$ cat config.mk
export PLATFORM = sky130hd
export DESIGN_NAME = maxpool_sched_flat
export DESIGN_NICKNAME = d
export VERILOG_FILES = /design/src/rtl/maxpool_sched_if.sv /design/src/rtl/maxpool_sched.sv /design/src/flat_wrapper.sv
export SDC_FILE = /design/constraint.sdc
export NUM_CORES = 1
export LEC_CHECK = 0
export ABC_AREA = 1
export CAP_MARGIN = 5
export CORE_MARGIN = 10
export CORE_UTILIZATION = 46
export CTS_BUF_LIST = sky130_fd_sc_hd__clkbuf_8 sky130_fd_sc_hd__clkbuf_16
export CTS_CLUSTER_SIZE = 30
export DETAILED_ROUTE_END_ITERATION = 6
export PLACE_DENSITY_LB_ADDON = 0.2
export SYNTH_ARGS = -nofsm -noshare
export SYNTH_HDL_FRONTEND = slang
export SYNTH_SLANG_ARGS = --single-unit
$ cat constraint.sdc
create_clock -name clk -period 2 [get_ports clk]
set_input_delay 0.6 -clock clk [delete_from_list [all_inputs] [get_ports clk]]
set_output_delay 0.6 -clock clk [all_outputs]
set_load 0.05 [all_outputs]
$ cat src/rtl/maxpool_sched_if.sv
`default_nettype none
// ============================================================================
// Module   : maxpool_sched_if
// Brief    : Window-select and result-stream bundle between the max-pool
//            sequencer, its pool mux and the downstream buffer.
// Revision : 1.0
// ============================================================================
interface maxpool_sched_if #(
    parameter int IN_H = 14,
    parameter int IN_W = 14
);
    localparam int OUT_H = (IN_H + 1) / 2;
    localparam int OUT_W = (IN_W + 1) / 2;
    localparam int N_WIN = OUT_H * OUT_W;
    localparam int IDX_W = (N_WIN > 1) ? $clog2(N_WIN) : 1;
    localparam int ROW_W = (OUT_H > 1) ? $clog2(OUT_H) : 1;
    localparam int COL_W = (OUT_W > 1) ? $clog2(OUT_W) : 1;

    logic [IDX_W-1:0] win_idx;
    logic [ROW_W-1:0] win_row;
    logic [COL_W-1:0] win_col;
    logic             pad_right;
    logic             pad_bottom;
    logic [7:0]       pool_in;
    logic             out_valid;
    logic             out_ready;
    logic [IDX_W-1:0] out_addr;
    logic [7:0]       out_data;

    modport master (
        output win_idx, win_row, win_col, pad_right, pad_bottom,
        output out_valid, out_addr, out_data,
        input  pool_in, out_ready
    );

    modport slave (
        input  win_idx, win_row, win_col, pad_right, pad_bottom,
        input  out_valid, out_addr, out_data,
        output pool_in, out_ready
    );
endinterface
`default_nettype wire

$ cat src/rtl/maxpool_sched.sv
`default_nettype none
// ============================================================================
// Module   : maxpool_sched
// Brief    : Walks every 2x2 pooling window in row-major order and streams the
//            registered pooled results out under a valid/ready handshake.
// Revision : 1.0
// ============================================================================
module maxpool_sched #(
    parameter int IN_H = 14,
    parameter int IN_W = 14
) (
    input  wire  clk,
    input  wire  rst,
    input  wire  start,
    output logic busy,
    output logic done,
    maxpool_sched_if.master bus
);
    localparam int OUT_H = (IN_H + 1) / 2;
    localparam int OUT_W = (IN_W + 1) / 2;
    localparam int N_WIN = OUT_H * OUT_W;
    localparam int IDX_W = (N_WIN > 1) ? $clog2(N_WIN) : 1;
    localparam int ROW_W = (OUT_H > 1) ? $clog2(OUT_H) : 1;
    localparam int COL_W = (OUT_W > 1) ? $clog2(OUT_W) : 1;

    localparam logic [1:0] c_IDLE  = 2'd0;
    localparam logic [1:0] c_RUN   = 2'd1;
    localparam logic [1:0] c_DRAIN = 2'd2;
    localparam logic [1:0] c_DONE  = 2'd3;

    localparam logic [IDX_W-1:0] c_LAST_IDX = IDX_W'(N_WIN - 1);
    localparam logic [ROW_W-1:0] c_LAST_ROW = ROW_W'(OUT_H - 1);
    localparam logic [COL_W-1:0] c_LAST_COL = COL_W'(OUT_W - 1);
    localparam bit               c_W_ODD    = (IN_W % 2) == 1;
    localparam bit               c_H_ODD    = (IN_H % 2) == 1;

    logic [1:0]       r_state;
    logic [IDX_W-1:0] r_idx;
    logic [ROW_W-1:0] r_row;
    logic [COL_W-1:0] r_col;
    logic             r_out_valid;
    logic [IDX_W-1:0] r_out_addr;
    logic [7:0]       r_out_data;

    logic w_slot_free;
    logic w_last_win;
    logic w_last_col;

    assign w_slot_free = !r_out_valid || bus.out_ready;
    assign w_last_win  = (r_idx == c_LAST_IDX);
    assign w_last_col  = (r_col == c_LAST_COL);

    always_ff @(posedge clk) begin
        if (rst) begin
            r_state     <= c_IDLE;
            r_idx       <= '0;
            r_row       <= '0;
            r_col       <= '0;
            r_out_valid <= 1'b0;
            r_out_addr  <= '0;
            r_out_data  <= '0;
        end else begin
            case (r_state)
                c_IDLE: begin
                    if (start) begin
                        r_state <= c_RUN;
                        r_idx   <= '0;
                        r_row   <= '0;
                        r_col   <= '0;
                    end
                end
                c_RUN: begin
                    // Capture refills the slot, so a handshake here never drops valid.
                    if (w_slot_free) begin
                        r_out_data  <= bus.pool_in;
                        r_out_addr  <= r_idx;
                        r_out_valid <= 1'b1;
                        if (w_last_win) begin
                            r_state <= c_DRAIN;
                        end else begin
                            r_idx <= r_idx + IDX_W'(1);
                            if (w_last_col) begin
                                r_col <= '0;
                                r_row <= r_row + ROW_W'(1);
                            end else begin
                                r_col <= r_col + COL_W'(1);
                            end
                        end
                    end
                end
                c_DRAIN: begin
                    if (bus.out_ready) begin
                        r_out_valid <= 1'b0;
                        r_state     <= c_DONE;
                        r_idx       <= '0;
                        r_row       <= '0;
                        r_col       <= '0;
                    end
                end
                c_DONE: begin
                    r_state <= c_IDLE;
                end
                default: begin
                    r_state <= c_IDLE;
                end
            endcase
        end
    end

    assign busy           = (r_state == c_RUN) || (r_state == c_DRAIN);
    assign done           = (r_state == c_DONE);
    assign bus.win_idx    = r_idx;
    assign bus.win_row    = r_row;
    assign bus.win_col    = r_col;
    assign bus.pad_right  = c_W_ODD && (r_col == c_LAST_COL);
    assign bus.pad_bottom = c_H_ODD && (r_row == c_LAST_ROW);
    assign bus.out_valid  = r_out_valid;
    assign bus.out_addr   = r_out_addr;
    assign bus.out_data   = r_out_data;

endmodule
`default_nettype wire

$ cat src/flat_wrapper.sv
// flat-port wrapper written by rule: the top's interface ports become plain ports
module maxpool_sched_flat 
#(
    parameter int IN_H = 14,
    parameter int IN_W = 14
)
  (clk, rst, start, busy, done, bus_win_idx, bus_win_row, bus_win_col, bus_pad_right, bus_pad_bottom, bus_out_valid, bus_out_addr, bus_out_data, bus_pool_in, bus_out_ready);
  maxpool_sched_if #(.IN_H(IN_H), .IN_W(IN_W)) bus_i ();
  input  wire clk;
  input  wire rst;
  input  wire start;
  output logic busy;
  output logic done;
  output wire logic [$bits(bus_i.win_idx)-1:0] bus_win_idx;
  output wire logic [$bits(bus_i.win_row)-1:0] bus_win_row;
  output wire logic [$bits(bus_i.win_col)-1:0] bus_win_col;
  output wire logic [$bits(bus_i.pad_right)-1:0] bus_pad_right;
  output wire logic [$bits(bus_i.pad_bottom)-1:0] bus_pad_bottom;
  output wire logic [$bits(bus_i.out_valid)-1:0] bus_out_valid;
  output wire logic [$bits(bus_i.out_addr)-1:0] bus_out_addr;
  output wire logic [$bits(bus_i.out_data)-1:0] bus_out_data;
  input wire logic [$bits(bus_i.pool_in)-1:0] bus_pool_in;
  input wire logic [$bits(bus_i.out_ready)-1:0] bus_out_ready;
  assign bus_win_idx = bus_i.win_idx;
  assign bus_win_row = bus_i.win_row;
  assign bus_win_col = bus_i.win_col;
  assign bus_pad_right = bus_i.pad_right;
  assign bus_pad_bottom = bus_i.pad_bottom;
  assign bus_out_valid = bus_i.out_valid;
  assign bus_out_addr = bus_i.out_addr;
  assign bus_out_data = bus_i.out_data;
  assign bus_i.pool_in = bus_pool_in;
  assign bus_i.out_ready = bus_out_ready;
  maxpool_sched #(.IN_H(IN_H), .IN_W(IN_W)) u_core (.clk(clk), .rst(rst), .start(start), .busy(busy), .done(done), .bus(bus_i));
endmodule
==> flow_summary.json <==
{
  "viasPerCell": 4.78,
  "synth.distinct_cells": 21,
  "crit_path_start_kind": "flip-flop",
  "cts-buffers-inserted": 5,
  "utilization_pct": 66.2,
  "cp.required_ns": 1.40,
  "powerDensity_mw_per_mm2": 1690,
  "drtIter0Drc": 81,
  "final_cell_mix": "nor2_1, nand2_1, buf_4",
  "die_w_um": 74.9,
  "post_cts_buffers": 0,
  "fin_ws_ns": 0.140,
  "dieArea_mm2": 0.00561,
  "wl_per_cell_um": 11.7,
  "switching_power_mw": 1.59,
  "vias": 1299,
  "clkPwrFrac_pct": 13.9,
  "worstPathCellList": "inv_1, ha_1, buf_12",
  "p_int_mw": 1.58,
  "synth_compound_area_share_pct": 13.4,
  "grt_pass1_wl_um": 5200,
  "layout_commonest_cell": "nor2_1",
  "swShare_pct": 50.1,
  "max_stage_delay_ns": 0.39,
  "synth_top_family_by_area": "simple AND/OR/NAND/NOR gates",
  "ys_seq_area_share_pct": 41.9,
  "finalSetupViolCount": 0,
  "syn_area_mm2": 0.00139,
  "ant_nets": 0,
  "maxSlewViolCount": 0,
  "grt_max_degree": 23,
  "syn_inst": 194,
  "critPathCaptureType": "output port",
  "gp_congestion": 0.781,
  "grt_pass1_vias": 1162,
  "clock-root-buffer": "clkbuf_8",
  "synthAdderAreaFrac_pct": 6.32,
  "clock_sinks": 29,
  "diodes": 0,
  "vdd_drop_max_v": 0.00118,
  "post-route-period-util_pct": 93.0,
  "pre_cts_ws_ns": 0.0888,
  "cts_resized": 0,
  "crit_slowest_cell": "dfxtp_1",
  "outcome": "finished clean",
  "crit_fanout": 4,
  "fin_crit_ns": 1.86,
  "htree_levels": 2,
  "crit_type": "reg2out",
  "clkLatencyLatePin_ns": 0.27,
  "cts_tree": "done",
  "ys_warn_count": 0,
  "gr-total-overflow": 0,
  "leakage_nw": 0.858,
  "die_y_um": 74.9,
  "seqPwrFrac_pct": 28.1,
  "hpwlAfterDp_um": 2440,
  "finalHoldViolations": 0,
  "portBuffers": 40,
  "first_pass_iters": 4,
  "syn_area_per_cell_um2": 7.15,
  "synth_seq_cells": 29,
  "synth_xor_area_share_pct": 0,
  "drc": 0,
  "io_pins": 43,
  "hold_path_class": "reg2reg",
  "clk_path_buf_depth": 2,
  "start_util_pct": 49.0,
  "yosys-mux-area-fraction_pct": 0,
  "fin_nets": 259,
  "tns_ns": 0,
  "wirelength_um": 3180,
  "ctsHoldBuffers": 0,
  "max_clock_freq_mhz": 538,
  "coreArea_mm2": 0.00283,
  "path_buf_inv": 2,
  "areaGrowthSynthToFinish_pct": 35.1,
  "yosys.area_share.simple_pct": 29.9,
  "grt_setup_unrepaired": "no",
  "maxCapViolCount": 0,
  "grt_use_total_pct": 11.9,
  "drive_above_1_share_pct": 19.9,
  "std_cell_rows": 19,
  "pwr-share-comb_pct": 58.0,
  "crit_arrival_ns": 1.26,
  "clk_pin_slew_ns": 0.06,
  "grt_antenna_before_repair": 0,
  "crit_family": "flip-flops",
  "fin_skew_ns": 0.00194
}
-- power groups by stage --
stage               Clock [mW]  Combinational (mW)  Sequential [mW]
floorplan                    0               0.784             1.42
global placement             0                1.84            0.902
detailed placement           0                1.85            0.902
CTS                      0.456                1.86            0.893
global route             0.490                2.02            0.922
finish                   0.441                1.84            0.892
-- tightest hold or removal path: stages (launching register included) --
cell and delay (ns):
dfxtp_1 0.32, nor2_1 0.05, nor2_1 0.08
-- per-layer routing --
metal  share of wire [%]  global-route usage [%]  vias up
met5                   0                       0        -
met4                 1.6                    5.04        0
met3                 6.3                    4.99        5
met2                  46                    17.3       23
met1                  47                    14.9      565
li1                    -                       -      706
-- kinds of logic (layout without fill, tap and decap cells) --
kind of cell | count (synthesis) | after routing
and+or+nand+nor | 93 | 93
DFF | 29 | 29
adders and majority gates | 7 | 7
other | 1 | 2
buffers and inverters | 27 | 73
AOI/OAI and AO/OA | 37 | 37
-- cells in the mapped netlist --
cell / n / area share [%]
nor2_1: 39 / 11
nand2_1: 36 / 9.7
dfxtp_1: 29 / 42
o21ai_0: 20 / 7.2
inv_1: 18 / 4.9
a21oi_1: 15 / 5.4
ha_1: 7 / 6.3
nand3_1: 6 / 2.2
buf_4: 3 / 1.6
clkbuf_1: 3 / 0.81
nand3_2: 3 / 2.2
nor3b_1: 3 / 1.6
nand2_4: 2 / 1.6
nor3_1: 2 / 0.72
o21ai_1: 2 / 0.72
clkinv_1: 1 / 0.27
conb_1: 1 / 0.27
inv_2: 1 / 0.27
inv_4: 1 / 0.45
nand4_1: 1 / 0.45
nor2_4: 1 / 0.81
-- cell type report --
class                      count  area [um^2]
inverter                      21         81.3
tap                           31         38.8
clock inverter                 3         13.8
sequential                    29          581
clock buffer                   5         68.8
multi-input combinational    139          694
fill                         263          956
timing repair buffer          44          395
-- sequential cells by signal, indices dropped and copies added (netlist names) --
name and flops:
u_core.bus.win_col 3, u_core.bus.out_data 8, u_core.bus.win_idx 6, u_core.bus.win_row 3, u_core.bus.out_valid 1, u_core.bus.out_addr 6, u_core.r_state 2
-- per-stage QoR --
stage                     cells  area, um^2  hold slack, ns  power (mW)
after detailed placement    264        1790           0.481        2.75
after global placement      264        1790           0.468        2.74
after global routing        272        1870           0.511        3.43
after CTS                   272        1870           0.491        3.21
after floorplan             195        1390           0.491        2.20
final                       272        1870           0.487        3.17
-- path summary, 6_finish.rpt --
kind	slack, ns	from	endpoint	depth (start not counted)
min reg2reg	0.49	u_core.bus.out_data[2]	u_core.bus.out_data[2]	2
min	0.49	u_core.bus.out_data[2]	u_core.bus.out_data[2]	2
max reg2reg	0.42	u_core.r_state[1]	u_core.r_state[0]	9
max	0.14	u_core.r_state[0]	busy	3
Note: power is estimated with default switching activity, not from simulation.
